===== config.mk =====
export PLATFORM = sky130hd
export DESIGN_NAME = btn_conditioner
export DESIGN_NICKNAME = d
export VERILOG_FILES = /design/src/rtl/btn_conditioner.sv
export SDC_FILE = /design/constraint.sdc
export NUM_CORES = 1
export LEC_CHECK = 0
export CAP_MARGIN = 0
export CORE_MARGIN = 2
export CORE_UTILIZATION = 45
export CTS_CLUSTER_DIAMETER = 150
export DETAILED_ROUTE_END_ITERATION = 12
export PLACE_DENSITY_LB_ADDON = 0.12
export SLEW_MARGIN = 20
export SYNTH_ARGS = -nofsm -noshare
export SYNTH_HDL_FRONTEND = slang
export SYNTH_SLANG_ARGS = --single-unit

===== constraint.sdc =====
create_clock -name clock -period 2.2 [get_ports clock]
set_input_delay 0.22 -clock clock [delete_from_list [all_inputs] [get_ports clock]]
set_output_delay 0.22 -clock clock [all_outputs]
set_load 0.03 [all_outputs]

===== src/rtl/btn_conditioner.sv =====
// btn_conditioner: synchronises three raw push-buttons, debounces each bit
// independently and turns every accepted press into a single one-hot pulse.
// Presses arriving while another button is held are locked out; chorded
// presses raise multi_press instead of a pulse.
module btn_conditioner #(
   parameter int DEBOUNCE_CYCLES = 250000,
   parameter bit ACTIVE_LOW      = 1'b0
) (
   input  logic       clock,
   input  logic       reset,
   input  logic [2:0] btn_raw,
   input  logic       enable,
   output logic [2:0] btn_level,
   output logic [2:0] btn_pulse,
   output logic       multi_press
);

   localparam int CW = (DEBOUNCE_CYCLES > 1) ? $clog2(DEBOUNCE_CYCLES) : 1;
   localparam logic [CW-1:0] CNT_MAX = CW'(DEBOUNCE_CYCLES - 1);

   typedef enum logic {S_IDLE, S_HELD} state_t;

   logic [2:0]         w_raw;
   logic [2:0]         r_sync1, r_sync2;
   logic [2:0][CW-1:0] r_cnt;
   logic [2:0]         r_level, r_level_d;
   logic [2:0]         r_pulse;
   logic               r_multi;
   logic [2:0]         w_rise;
   logic [2:0]         w_pulse_nxt;
   logic               w_multi_nxt;
   state_t             r_state, w_state_nxt;

   // Polarity is normalised before the first flop so everything downstream is active-high.
   assign w_raw  = ACTIVE_LOW ? ~btn_raw : btn_raw;
   assign w_rise = r_level & ~r_level_d;

   // Two-flop synchroniser for the asynchronous button inputs.
   always_ff @(posedge clock) begin
      if (reset) begin
         r_sync1 <= '0;
         r_sync2 <= '0;
      end else begin
         r_sync1 <= w_raw;
         r_sync2 <= r_sync1;
      end
   end

   // Per-bit debounce: a changed input must persist DEBOUNCE_CYCLES edges; any bounce restarts the count.
   always_ff @(posedge clock) begin
      if (reset) begin
         r_cnt     <= '0;
         r_level   <= '0;
         r_level_d <= '0;
      end else begin
         r_level_d <= r_level;
         for (int b = 0; b < 3; b++) begin
            if (r_sync2[b] != r_level[b]) begin
               if (r_cnt[b] == CNT_MAX) begin
                  r_level[b] <= r_sync2[b];
                  r_cnt[b]   <= '0;
               end else begin
                  r_cnt[b] <= r_cnt[b] + 1'b1;
               end
            end else begin
               r_cnt[b] <= '0;
            end
         end
      end
   end

   // Press FSM state and registered outputs.
   always_ff @(posedge clock) begin
      if (reset) begin
         r_state <= S_IDLE;
         r_pulse <= '0;
         r_multi <= 1'b0;
      end else begin
         r_state <= w_state_nxt;
         r_pulse <= w_pulse_nxt;
         r_multi <= w_multi_nxt;
      end
   end

   // Press FSM next state: accept one rise from IDLE, then lock out until every button is released.
   always_comb begin
      w_state_nxt = r_state;
      w_pulse_nxt = '0;
      w_multi_nxt = 1'b0;
      case (r_state)
         S_IDLE: begin
            if (w_rise != '0) begin
               // The press is consumed even when enable is low; it is never replayed.
               w_state_nxt = S_HELD;
               if ($onehot(w_rise)) w_pulse_nxt = enable ? w_rise : 3'b000;
               else                 w_multi_nxt = enable;
            end
         end
         S_HELD: begin
            if (r_level == '0) w_state_nxt = S_IDLE;
         end
         default: w_state_nxt = S_IDLE;
      endcase
   end

   assign btn_level   = r_level;
   assign btn_pulse   = r_pulse;
   assign multi_press = r_multi;

endmodule


; Word-level counts from Yosys, hierarchy flattened
; Cells that the tools add are included.
[classes]
div = 0
reduce_logical = 10
order_cmp = 0
eq_ne = 7
multipliers = 0
n_bitwise = 9
n_mux = 3
shifts = 0
n_addsub = 5
[ops]
columns = operator, count
row1 = 18-bit by 1-bit adder with 18-bit output (second input constant), 3
row2 = 18-bit == test (second input constant), 3
row3 = 3-bit OR reduction, 3
row4 = 1-bit NOT, 7
row5 = 2-bit AND reduction, 3
row6 = 5-bit OR reduction, 1
row7 = 4-bit OR reduction, 1
row8 = 3-bit AND, 1
row9 = 3-bit logical NOT, 1
row10 = 1-bit inequality test, 3
row11 = 3-bit NOT, 1
row12 = 3-bit nonzero test, 1
row13 = 1-bit by 1-bit adder with 2-bit output, 1
row14 = 2-bit by 1-bit adder with 2-bit output, 1
row15 = 2-bit by 1-bit == test with 1-bit output (second input constant), 1
row16 = 1-bit two-way mux, 2
row17 = 1-bit one-hot mux with 2 select lines, 1
[totals]
regBits = 71
output_inout_bits = 7
mem_bits_ro = 0
n_memories = 0
mem_bits_rw = 0
inputBits = 6
elab_cells = 46
latch_bits = 0

; Depth between registers and ports, before layout
[depth]
word_depth = 7
ltp_mapped = 6
mapped_depth_nobuf = 5

; Worst setup path before layout
; Ideal clock, no wire load.
[synth_path]
path_kind = register to register
from = register r_cnt[27] (netlist bit)
to = register r_cnt[27] (netlist bit)
required_ps = 2085
path_buffers = 2
path_stages_with_launch = 7
setup_ps = 115
arrival_time_ps = 1566
setup_slack_ps = 520
period_less_slack_ps = 1680
path_cell_list = dfxtp_1 buf_6 nor4_4 nand4_2 o41ai_4 buf_6 nor2_1
[synth_between]
elab_chain_len = 2
elab_cells_between_ends = 3
cone_classes = 1 x add/sub / 1 x eq/ne / 1 x reduce/logical
[synth_rtl]
columns = item, line_no
row1 = from (decl), 25  ; logic [2:0][CW-1:0] r_cnt;
row2 = "from (signal, indexed assignment)", 63  ; r_cnt[b] <= r_cnt[b] + 1'b1;
row3 = "parallel branches: the longest is 2 deep, another holds 18-bit by 1-bit adder with 18-bit output", -
; Parallel ways; which one is timed is not known.
; A chain may end at the register's enable or synchronous reset.

; Final worst setup path
[layout_path]
from = register r_cnt[46] (netlist bit)
to = register r_cnt[53] (netlist bit)
; Same word-level chain as after synthesis.

==> metrics.md <==
| Metric | Value |
|---|---|
| Per-cell routed wire length | 12.7 um |
| Cell family with most CP delay | simple AND/OR/NAND/NOR gates |
| DRT Pass-1 Iters | 4 |
| Initial Util | 46.3% |
| Synth Instances | 332 |
| Static Leak | 1.07 nW |
| Worst path arrival time | 1.98 ns |
| Max IR drop VDD | 0.379 mV |
| P_sw | 0.512 mW |
| Number of placement rows | 30 |
| Reg clk slew, reported paths | 0.08 ns |
| Overflow after GRT | 0 |
| Net count reported at finish | 364 |
| Yosys warns | 0 |
| Skew final | 0.00939 ns |
| GRT met1 Usage | 21.7% |
| Detail Route Antenna Nets | 0 |
| Crit path buf inv count | 0 |
| Worst reg2reg startpoint | r_cnt[46] |
| Crit end category | flip-flop |
| Combinational power share | 1.7% |
| DR vias/cell | 5.34 |
| Area grow syn2layout | 13.0% |
| Avg Inst Size Synth | 9.41 um2 |
| CP Data Required Time | 2.46 ns |
| First-pass GRT wire length | 9780 um |
| Clock share of power | 43.2% |
| Ys async rst share | 0% |
| Final Hold Fails | 0 |
| Share of layout cells above drive strength 1 | 10.0% |
| Flop pwr share | 55.1% |
| Filler Cell Count | 656 |
| Worst hold-check path type | in2reg |
| Pin count of the biggest net entering global routing | 18 |
| Global routing's busiest layer | met2 |
| GRT Overall Usage | 16.1% |
| Setup TNS | 0 ns |
| R2R depth | 4 |
| Post-DP HPWL | 4000 um |
| CTS tree | done |
| IO buf count | 12 |
| Fmax | 582 MHz |
| Die height | 87.3 um |
| EDFF count, synth | 0 |
| Crit path capture | r_cnt[53] |
| Worst Setup Start Kind | flip-flop |
| Met3 Usage GRT | 4.55% |
| Critical path cell sequence | nand4_1, or2_2, or4_1, a21oi_1 |
| Critical path class | reg2reg |
| Root Buffer Master | clkbuf_8 |
| Antenna cells | 0 |
| Sink Count | 71 |
| Fin worst setup slack | 0.483 ns |
| Synthesized net count | 342 |
| Worst path max stage delay | 0.47 ns |
| # Max-Cap Violations | 0 |
| RSZ-0062 raised after global routing | no |
| Remaining DRCs | 0 |
| Hold_ws | 0.429 ns |
| Post-Syn Area | 3130 um2 |
| Pint | 1.84 mW |
| Fin. max-slew vios | 0 |
| Final worst path period share | 78.1% |
| Worst slew margin | 70.5% |
| CTS H-tree lvls | 3 |
| Critical path depth | 4 |
| Slowest cell on crit path | or4_1 |
| Least-Margin Pin Slew | 0.439 ns |
| CP startpoint | r_cnt[46] |
| Reg2reg end | r_cnt[53] |
| Worst skew pair latency | 0.34 ns |
| Post-CTS sizing | 0 |
| Status | finished, final reports clean |
| DRT Wirelength | 5560 um |
| Worst slack, placed | 0.486 ns |
| CTS hold repair buffers | 0 |
| Switching part of the total power | 21.8% |
| Post-CTS Setup Repair Bufs | 0 |
| Num ports | 13 |
| Commonest non-fill, non-tap cells in the layout | dfxtp_1, nor2_1, xnor2_1, nand3_1, xor2_1 |
| Min Tclk post-route | 1.72 ns |
| First-iteration detailed-routing DRC count | 75 |
| Prevailing post-synth register cell | dfxtp_1 |
| Worst reg-to-reg setup slack | 0.48 ns |
| Initial antenna violation count | 0 |
| Synth cell types | 37 |
| Vias in the first global route | 2168 |
| RePlAce Congestion | 0.812 |
| Core Region | 6760 um2 |
| Die Wd | 87.3 um |
| Pwr dens | 665 nW/um2 |
| Cts bufs inserted | 9 |
| GR Util met2 | 24.9% |
| Final setup vio count | 0 |
| Crit Path Max Fanout | 5 |
| Synthesized flop and latch total | 71 |
| Seq/Total Area, Yosys | 45.5% |
| Commonest non-fill, non-tap cell in the layout | dfxtp_1 |
| Clk buf depth | 2 |
| Vias | 2346 |
| Die area | 7630 um2 |
==> how the worst min path moves through the flow <==
stage / start / to / slack [ns] / cells after the start
global route: btn_raw[1] / r_sync1[1] / 0.42 / 2
finish: btn_raw[1] / r_sync1[1] / 0.43 / 2
CTS: btn_raw[1] / r_sync1[1] / 0.41 / 2
global placement: r_sync1[2] / r_sync2[2] / 0.42 / 1
detailed placement: r_sync1[2] / r_sync2[2] / 0.42 / 1
floorplan: btn_raw[0] / r_sync1[0] / 0.35 / 1
==> flip-flops by register name (all words and copies together) (netlist names) <==
register,count
multi_press,1
r_cnt,54
r_state,1
r_sync1,3
r_sync2,3
r_level_d,3
btn_pulse,3
btn_level,3
==> cell type report <==
cell class / count / area (um2) / share of cell area, %
multi-input cells: 245 / 1600 / 45.4
flip-flops and latches: 71 / 1420 / 40.3
repair buffers: 21 / 188 / 5.32
clock buffers: 9 / 124 / 3.51
well taps: 80 / 100 / 2.83
clock inverters: 7 / 72.6 / 2.06
inverters: 6 / 22.5 / 0.638
==> cell families after synthesis <==
family | share of synthesized area, %
multiplexers | 1.08
AO/OA/AOI/OAI | 5.40
adder cells (fa/ha/maj) | 1.84
XOR/XNOR | 12.6
flip-flops | 45.5
AND/OR/NAND/NOR | 30.3
buffers and inverters | 3.24
==> power by group through the flow <==
stage / Clock (mW) / Combinational (mW) / Sequential [mW]
finish: 1.01 / 0.0409 / 1.29
global route: 1.12 / 0.0450 / 1.30
CTS: 1.06 / 0.0417 / 1.29
detailed placement: 0 / 0.0415 / 1.32
global placement: 0 / 0.0411 / 1.32
floorplan: 0 / 0.0247 / 1.32
==> per-layer routing <==
layer / vias up / wire, um
met4: 0 / 47
met5: - / 0
li1: 1210 / -
met3: 4 / 164
met1: 1101 / 2790
met2: 31 / 2560
==> metrics by stage <==
stage / instances / utilization, % / area (um2) / power [mW]
2_1_floorplan: 332 / - / 3130 / 1.35
3_3_place_gp: 423 / 49.4 / 3330 / 1.37
3_5_place_dp: 423 / 49.4 / 3330 / 1.37
4_1_cts: 439 / 52.3 / 3530 / 2.40
5_1_grt: 439 / 52.3 / 3530 / 2.46
6_report: 439 / 52.3 / 3530 / 2.35
==> synth_stat cells, types with 2 or more instances <==
| library cell | instances | area (um2) |
|---|---|---|
| nand2b_1 | 3 | 18.8 |
| xnor2_1 | 24 | 210 |
| nand3_1 | 22 | 110 |
| o41ai_4 | 3 | 82.6 |
| mux2_2 | 3 | 33.8 |
| or4b_1 | 2 | 20.0 |
| nand2_1 | 15 | 56.3 |
| o41ai_1 | 2 | 17.5 |
| or4_1 | 4 | 30.0 |
| dfxtp_1 | 71 | 1420 |
| and2_1 | 2 | 12.5 |
| nor3_1 | 8 | 40.0 |
| or3_1 | 2 | 12.5 |
| nor4_1 | 15 | 93.8 |
| a21oi_1 | 7 | 35.0 |
| nor2_1 | 58 | 218 |
| nand4_1 | 17 | 106 |
| and4_1 | 7 | 61.3 |
| nor2b_1 | 13 | 81.3 |
| xor2_1 | 21 | 184 |
| clkbuf_1 | 4 | 15.0 |
| inv_1 | 6 | 22.5 |
| buf_6 | 5 | 56.3 |
| ha_1 | 3 | 37.5 |
| o31ai_1 | 3 | 22.5 |
Power figures use the tool's default switching activity.
